### src/rtl/operand_fetch_if.sv
// Operand-fetch bus: instruction in, ALU operand bundle out, register writeback in.
interface operand_fetch_if;
  localparam int unsigned XLEN = 16;
  localparam int unsigned RW   = 3;

  logic            in_valid;
  logic [XLEN-1:0] in_instr;
  logic            in_ready;
  logic            out_valid;
  logic            out_ready;
  logic [2:0]      out_op;
  logic [XLEN-1:0] out_a;
  logic [XLEN-1:0] out_b;
  logic [RW-1:0]   out_dr;
  logic            wb_en;
  logic [RW-1:0]   wb_dr;
  logic [XLEN-1:0] wb_data;
  logic [2:0]      wb_cc;
  logic [2:0]      cc;
  logic            illegal;

  modport slave (
    input  in_valid, in_instr, out_ready, wb_en, wb_dr, wb_data, wb_cc,
    output in_ready, out_valid, out_op, out_a, out_b, out_dr, cc, illegal
  );

  modport master (
    output in_valid, in_instr, out_ready, wb_en, wb_dr, wb_data, wb_cc,
    input  in_ready, out_valid, out_op, out_a, out_b, out_dr, cc, illegal
  );
endinterface

### src/rtl/operand_fetch.sv
// LC-3b operand fetch: decode, scoreboard hazard stall, writeback bypass and a
// one-entry ALU operand output register.
module operand_fetch (
  input  logic          clk,
  input  logic          reset,
  operand_fetch_if.slave bus
);
  localparam int unsigned XLEN = 16;
  localparam int unsigned RN   = 8;
  localparam int unsigned RW   = 3;

  localparam logic [2:0] OP_ADD   = 3'd0;
  localparam logic [2:0] OP_AND   = 3'd1;
  localparam logic [2:0] OP_XOR   = 3'd2;
  localparam logic [2:0] OP_LSHF  = 3'd3;
  localparam logic [2:0] OP_RSHFL = 3'd4;
  localparam logic [2:0] OP_RSHFA = 3'd5;

  logic [XLEN-1:0] r_rf [RN];
  logic [RN-1:0]   r_pending;
  logic            r_out_valid;
  logic [2:0]      r_out_op;
  logic [XLEN-1:0] r_out_a;
  logic [XLEN-1:0] r_out_b;
  logic [RW-1:0]   r_out_dr;
  logic [2:0]      r_cc;
  logic            r_illegal;

  logic [3:0]      w_opc;
  logic [RW-1:0]   w_dr;
  logic [RW-1:0]   w_sr1;
  logic [RW-1:0]   w_sr2;
  logic            w_legal;
  logic            w_is_shf;
  logic            w_sr2_used;
  logic [2:0]      w_op;
  logic            w_byp1;
  logic            w_byp2;
  logic [XLEN-1:0] w_a;
  logic [XLEN-1:0] w_b;
  logic            w_hz1;
  logic            w_hz2;
  logic            w_stall;
  logic            w_in_ready;
  logic            w_accept;
  logic [RN-1:0]   w_pending_nxt;

  assign w_opc = bus.in_instr[15:12];
  assign w_dr  = bus.in_instr[11:9];
  assign w_sr1 = bus.in_instr[8:6];
  assign w_sr2 = bus.in_instr[2:0];

  // Decode opcode and shift sub-op
  always_comb begin
    w_legal    = 1'b0;
    w_is_shf   = 1'b0;
    w_sr2_used = 1'b0;
    w_op       = OP_ADD;
    case (w_opc)
      4'b0001: begin w_legal = 1'b1; w_sr2_used = !bus.in_instr[5]; w_op = OP_ADD; end
      4'b0101: begin w_legal = 1'b1; w_sr2_used = !bus.in_instr[5]; w_op = OP_AND; end
      4'b1001: begin w_legal = 1'b1; w_sr2_used = !bus.in_instr[5]; w_op = OP_XOR; end
      4'b1101: begin
        w_is_shf = 1'b1;
        case (bus.in_instr[5:4])
          2'b00:   begin w_legal = 1'b1; w_op = OP_LSHF;  end
          2'b01:   begin w_legal = 1'b1; w_op = OP_RSHFL; end
          2'b11:   begin w_legal = 1'b1; w_op = OP_RSHFA; end
          default: w_legal = 1'b0;
        endcase
      end
      default: w_legal = 1'b0;
    endcase
  end

  // Register reads with same-cycle writeback bypass
  assign w_byp1 = bus.wb_en && (bus.wb_dr == w_sr1);
  assign w_byp2 = bus.wb_en && (bus.wb_dr == w_sr2);
  assign w_a    = w_byp1 ? bus.wb_data : r_rf[w_sr1];

  always_comb begin
    w_b = w_byp2 ? bus.wb_data : r_rf[w_sr2];
    if (w_is_shf)
      w_b = {12'd0, bus.in_instr[3:0]};
    else if (bus.in_instr[5])
      w_b = {{11{bus.in_instr[4]}}, bus.in_instr[4:0]};
  end

  // A writeback landing this cycle resolves the hazard on that register
  assign w_hz1      = r_pending[w_sr1] && !w_byp1;
  assign w_hz2      = w_sr2_used && r_pending[w_sr2] && !w_byp2;
  assign w_stall    = bus.in_valid && w_legal && (w_hz1 || w_hz2);
  assign w_in_ready = (!r_out_valid || bus.out_ready) && !w_stall;
  assign w_accept   = bus.in_valid && w_in_ready;

  // Writeback clears first so a same-cycle issue to the same DR keeps it pending
  always_comb begin
    w_pending_nxt = r_pending;
    if (bus.wb_en)
      w_pending_nxt[bus.wb_dr] = 1'b0;
    if (w_accept && w_legal)
      w_pending_nxt[w_dr] = 1'b1;
  end

  always_ff @(posedge clk) begin
    if (reset) begin
      for (int i = 0; i < RN; i++) r_rf[i] <= '0;
      r_pending   <= '0;
      r_out_valid <= 1'b0;
      r_out_op    <= '0;
      r_out_a     <= '0;
      r_out_b     <= '0;
      r_out_dr    <= '0;
      r_cc        <= 3'b010;
      r_illegal   <= 1'b0;
    end else begin
      if (bus.wb_en) begin
        r_rf[bus.wb_dr] <= bus.wb_data;
        r_cc            <= bus.wb_cc;
      end
      r_pending <= w_pending_nxt;
      r_illegal <= w_accept && !w_legal;
      if (w_accept && w_legal) begin
        r_out_valid <= 1'b1;
        r_out_op    <= w_op;
        r_out_a     <= w_a;
        r_out_b     <= w_b;
        r_out_dr    <= w_dr;
      end else if (r_out_valid && bus.out_ready) begin
        r_out_valid <= 1'b0;
      end
    end
  end

  assign bus.in_ready  = w_in_ready;
  assign bus.out_valid = r_out_valid;
  assign bus.out_op    = r_out_op;
  assign bus.out_a     = r_out_a;
  assign bus.out_b     = r_out_b;
  assign bus.out_dr    = r_out_dr;
  assign bus.cc        = r_cc;
  assign bus.illegal   = r_illegal;
endmodule
### src/flat_wrapper.sv
// flat-port wrapper written by rule: the top's interface ports become plain ports
module operand_fetch_flat 
  (clk, reset, bus_in_valid, bus_in_instr, bus_out_ready, bus_wb_en, bus_wb_dr, bus_wb_data, bus_wb_cc, bus_in_ready, bus_out_valid, bus_out_op, bus_out_a, bus_out_b, bus_out_dr, bus_cc, bus_illegal);
  operand_fetch_if bus_i ();
  input  logic clk;
  input  logic reset;
  input wire logic [$bits(bus_i.in_valid)-1:0] bus_in_valid;
  input wire logic [$bits(bus_i.in_instr)-1:0] bus_in_instr;
  input wire logic [$bits(bus_i.out_ready)-1:0] bus_out_ready;
  input wire logic [$bits(bus_i.wb_en)-1:0] bus_wb_en;
  input wire logic [$bits(bus_i.wb_dr)-1:0] bus_wb_dr;
  input wire logic [$bits(bus_i.wb_data)-1:0] bus_wb_data;
  input wire logic [$bits(bus_i.wb_cc)-1:0] bus_wb_cc;
  output wire logic [$bits(bus_i.in_ready)-1:0] bus_in_ready;
  output wire logic [$bits(bus_i.out_valid)-1:0] bus_out_valid;
  output wire logic [$bits(bus_i.out_op)-1:0] bus_out_op;
  output wire logic [$bits(bus_i.out_a)-1:0] bus_out_a;
  output wire logic [$bits(bus_i.out_b)-1:0] bus_out_b;
  output wire logic [$bits(bus_i.out_dr)-1:0] bus_out_dr;
  output wire logic [$bits(bus_i.cc)-1:0] bus_cc;
  output wire logic [$bits(bus_i.illegal)-1:0] bus_illegal;
  assign bus_i.in_valid = bus_in_valid;
  assign bus_i.in_instr = bus_in_instr;
  assign bus_i.out_ready = bus_out_ready;
  assign bus_i.wb_en = bus_wb_en;
  assign bus_i.wb_dr = bus_wb_dr;
  assign bus_i.wb_data = bus_wb_data;
  assign bus_i.wb_cc = bus_wb_cc;
  assign bus_in_ready = bus_i.in_ready;
  assign bus_out_valid = bus_i.out_valid;
  assign bus_out_op = bus_i.out_op;
  assign bus_out_a = bus_i.out_a;
  assign bus_out_b = bus_i.out_b;
  assign bus_out_dr = bus_i.out_dr;
  assign bus_cc = bus_i.cc;
  assign bus_illegal = bus_i.illegal;
  operand_fetch u_core (.clk(clk), .reset(reset), .bus(bus_i));
endmodule
### config.mk
export PLATFORM = sky130hd
export DESIGN_NAME = operand_fetch_flat
export DESIGN_NICKNAME = d
export VERILOG_FILES = /design/src/rtl/operand_fetch_if.sv /design/src/rtl/operand_fetch.sv /design/src/flat_wrapper.sv
export SDC_FILE = /design/constraint.sdc
export NUM_CORES = 1
export LEC_CHECK = 0
export CORE_MARGIN = 2
export CORE_UTILIZATION = 45
export DETAILED_ROUTE_END_ITERATION = 10
export GPL_ROUTABILITY_DRIVEN = 0
export SETUP_SLACK_MARGIN = 0.15
export SLEW_MARGIN = 30
export SYNTH_ARGS = -nofsm -noshare
export SYNTH_HDL_FRONTEND = slang
export SYNTH_SLANG_ARGS = --single-unit
### constraint.sdc
create_clock -name clk -period 4.4 [get_ports clk]
set_clock_uncertainty 0.05 [all_clocks]
set_input_delay 1.1 -clock clk [delete_from_list [all_inputs] [get_ports clk]]
set_output_delay 1.1 -clock clk [all_outputs]
set_load 0.02 [all_outputs]
==> results.yml <==
clock_network:
  numCtsBuffers: 17
  clock_latency_ns: 0.43
  cts_setup_buffers: 0
  cts.path.max_buffers: 2
  cts.htree.levels: 4
  clk_pin_slew_worst_paths_ns: 0.07
  cts_root_buf: "clkbuf_16"
  holdBufCountCts: 0
  cts.sink_count: 179
  tritoncts: "built"
timing:
  fin_crit_ns: 4.06
  period_share_pct: 92.3
  rsz0062_at_grt: "false"
  setup_ws_ns: 0.341
  drv_slew: 0
  tightest_slew_ns: 0.989
  max-slew-margin-rel_pct: 33.8
  fmax_mhz: 246
  setup_viol: 0
  hold_viol_final: 0
setup_path:
  critPathTopFamily: "buffers and inverters"
  cpMaxStageDelayCell: "clkdlybuf4s50_1"
  cp-end-kind: "primary output"
  critPathMaxFanout: 3
  worstSetupPathType: "input port to primary output"
  rrSetupSlack_ns: 1.94
  cp.arrival_ns: 2.91
  start_kind: "input port"
  worstPathCellList: "clkdlybuf4s50_1, mux4_2, o2111ai_4, nand2_1, a31oi_1, clkbuf_2"
  crit_required_ns: 3.25
  crit_start: "bus_in_instr[7]"
  cp_slowest_stage_delay_ns: 0.56
  r2r_start: "u_core.r_pending[1]"
  path_buf_inv: 2
logic_synthesis:
  ys_seq_area_share_pct: 51.4
  synth_top_cell_area_share_pct: 40.6
  netlist_instances: 731
  synthTopCellsByCount: "edfxtp_1, and2_1, mux4_2"
  ys_seq_elements: 179
  ys.flop_type: "edfxtp_1"
  synth_edf_count: 128
  netlist_area_mm2: 0.00946
  syn_nets: 778
  yosysTopAreaCell: "edfxtp_1"
  ys_top_cells_by_area: "edfxtp_1, mux4_2, dfxtp_1"
  synth_warnings: 0
  avgSynthCellArea_um2: 12.9
  synthArstFlopShare_pct: 0
  ys_types: 52
  yosysMostFrequentCell: "edfxtp_1"
power:
  powerDensity_mw_per_mm2: 359
  leakage_nw: 4.06
  peakVddDrop_mv: 0.225
  finalPower_mw: 4.04
routing:
  routedWlPerCell_um: 23.0
  drt_iter0_markers: 547
  via_count: 6495
  firstDrtPassIters: 5
  remaining_drc_errors: 0
  antenna_left: 0
  viasPerCell: 5.92
  drt-total-wl_um: 25300
floorplanning:
  die_w_um: 149
  die_area_mm2: 0.0222
  std_cell_rows: 53
  fp.coreArea_mm2: 0.0208
  io_pins: 87
  initial_utilization_pct: 45.4
  die_y_um: 149
placement:
  hpwlAfterDp_um: 18000
  port_buffers: 86
  pre_cts_slack_ns: -0.108
global_route:
  grt_pass1_vias: 6716
  grt_max_degree: 57
  grtUsageTotal_pct: 23.5
  overflow: 0
  grt_pass1_wl_um: 39000
  antenna_found_initial: 0
finish:
  synthToLayoutAreaGrowth_pct: 18.9
  insertedDiodeCount: 0
  finalNetCount: 857
  layout-drive-gt1-share_pct: 20.7
  fillCellCount: 1765
worst_hold_path:
  min_from: "u_core.bus.out_a[7]"
  hold_class: "flop to flop"
flow_run:
  max_cap_viol_count: 0
outcome:
  status: "finished, final reports clean"
worst min-delay path: stages, from the launching register on:
cell,delay (ns)
dfxtp_1,0.31
nand2_1,0.05
mux2i_1,0.05
final timing paths:
path	end	cells past startpoint
hold reg to reg	u_core.bus.out_a[7]	2
hold / removal	u_core.bus.out_a[7]	2
setup / recovery	bus_in_ready	6
setup reg to reg	u_core.r_pending[4]	6
repair_timing:
item,4_1_cts,5_1_grt
setup endpoints to repair,1,1
resized for setup,2,3
endpoints found under the hold margin,0,0
report_power, final:
group,switching (mW),total [mW],internal [mW]
logic,0.308,0.575,0.267
registers,0.0487,1.95,1.90
clock network,0.705,1.51,0.806
stage by stage:
stage / TNS (ns) / area (um2) / hold WS, ns / utilization [%] / cells
after floorplan: 0 / 9460 / 0.402 / - / 731
after global placement: -0.0547 / 10700 / 0.398 / 51.2 / 1066
after detailed placement: -0.108 / 10700 / 0.405 / 51.2 / 1066
after CTS: 0 / 11200 / 0.415 / 54.0 / 1098
after global routing: 0 / 11300 / 0.439 / 54.1 / 1098
final: 0 / 11300 / 0.413 / 54.1 / 1098
kinds of logic after synthesis:
| group | share of synthesized area (%) |
|---|---|
| AND/OR/NAND/NOR | 13.4 |
| flip-flops | 51.4 |
| multiplexers | 23.0 |
| AO/OA/AOI/OAI | 6.96 |
| buffers and inverters | 4.16 |
| XOR/XNOR | 0.555 |
| adder cells (fa/ha/maj) | 0.529 |
state kept, by name, indices dropped and copies added (netlist names):
name / count
u_core.bus.cc: 3
u_core.bus.illegal: 1
u_core.bus.out_a: 16
u_core.bus.out_b: 16
u_core.bus.out_dr: 3
u_core.bus.out_op: 3
u_core.bus.out_valid: 1
u_core.r_pending: 8
u_core.r_rf: 128
layer usage:
| metal | global-route usage, % | vias up | share of wire, % |
|---|---|---|---|
| met5 | 0 | - | 0 |
| met1 | 32.2 | 3243 | 42 |
| li1 | - | 2928 | - |
| met2 | 38.0 | 295 | 48 |
| met4 | 6.52 | 0 | 1.7 |
| met3 | 5.02 | 29 | 7.3 |
layout by cell type, fill, tap and decap left out, types with 2 or more instances in the layout:
master,instances
a21oi_1,5
nor4_1,6
clkinvlp_4,3
clkdlybuf4s50_1,82
o31ai_2,4
nor2_2,4
a311oi_1,5
mux4_2,63
clkinv_1,3
dfxtp_1,51
mux2_2,15
o211ai_1,16
nand3_1,8
ha_1,4
clkbuf_16,17
nor2_1,13
nand2_1,51
nand2b_1,7
buf_2,3
o22ai_1,6
o21ai_1,3
a22oi_1,2
buf_4,39
and2_1,104
inv_6,6
o2111ai_1,3
inv_1,16
edfxtp_1,128
inv_8,4
nor2b_1,4
nor3_1,21
xnor2_1,6
and3_1,2
a31oi_1,5
mux2i_1,59
o221ai_1,12
o21ai_0,19
final cells by class:
class | count | area [um2] | area share, %
clock buffers | 17 | 425 | 3.78
clock inverters | 15 | 159 | 1.41
inverters | 20 | 75.1 | 0.667
multi-input cells | 466 | 4240 | 37.7
flip-flops and latches | 179 | 4860 | 43.2
well taps | 275 | 344 | 3.06
repair buffers | 126 | 1140 | 10.2
Power figures use the tool's default switching activity.
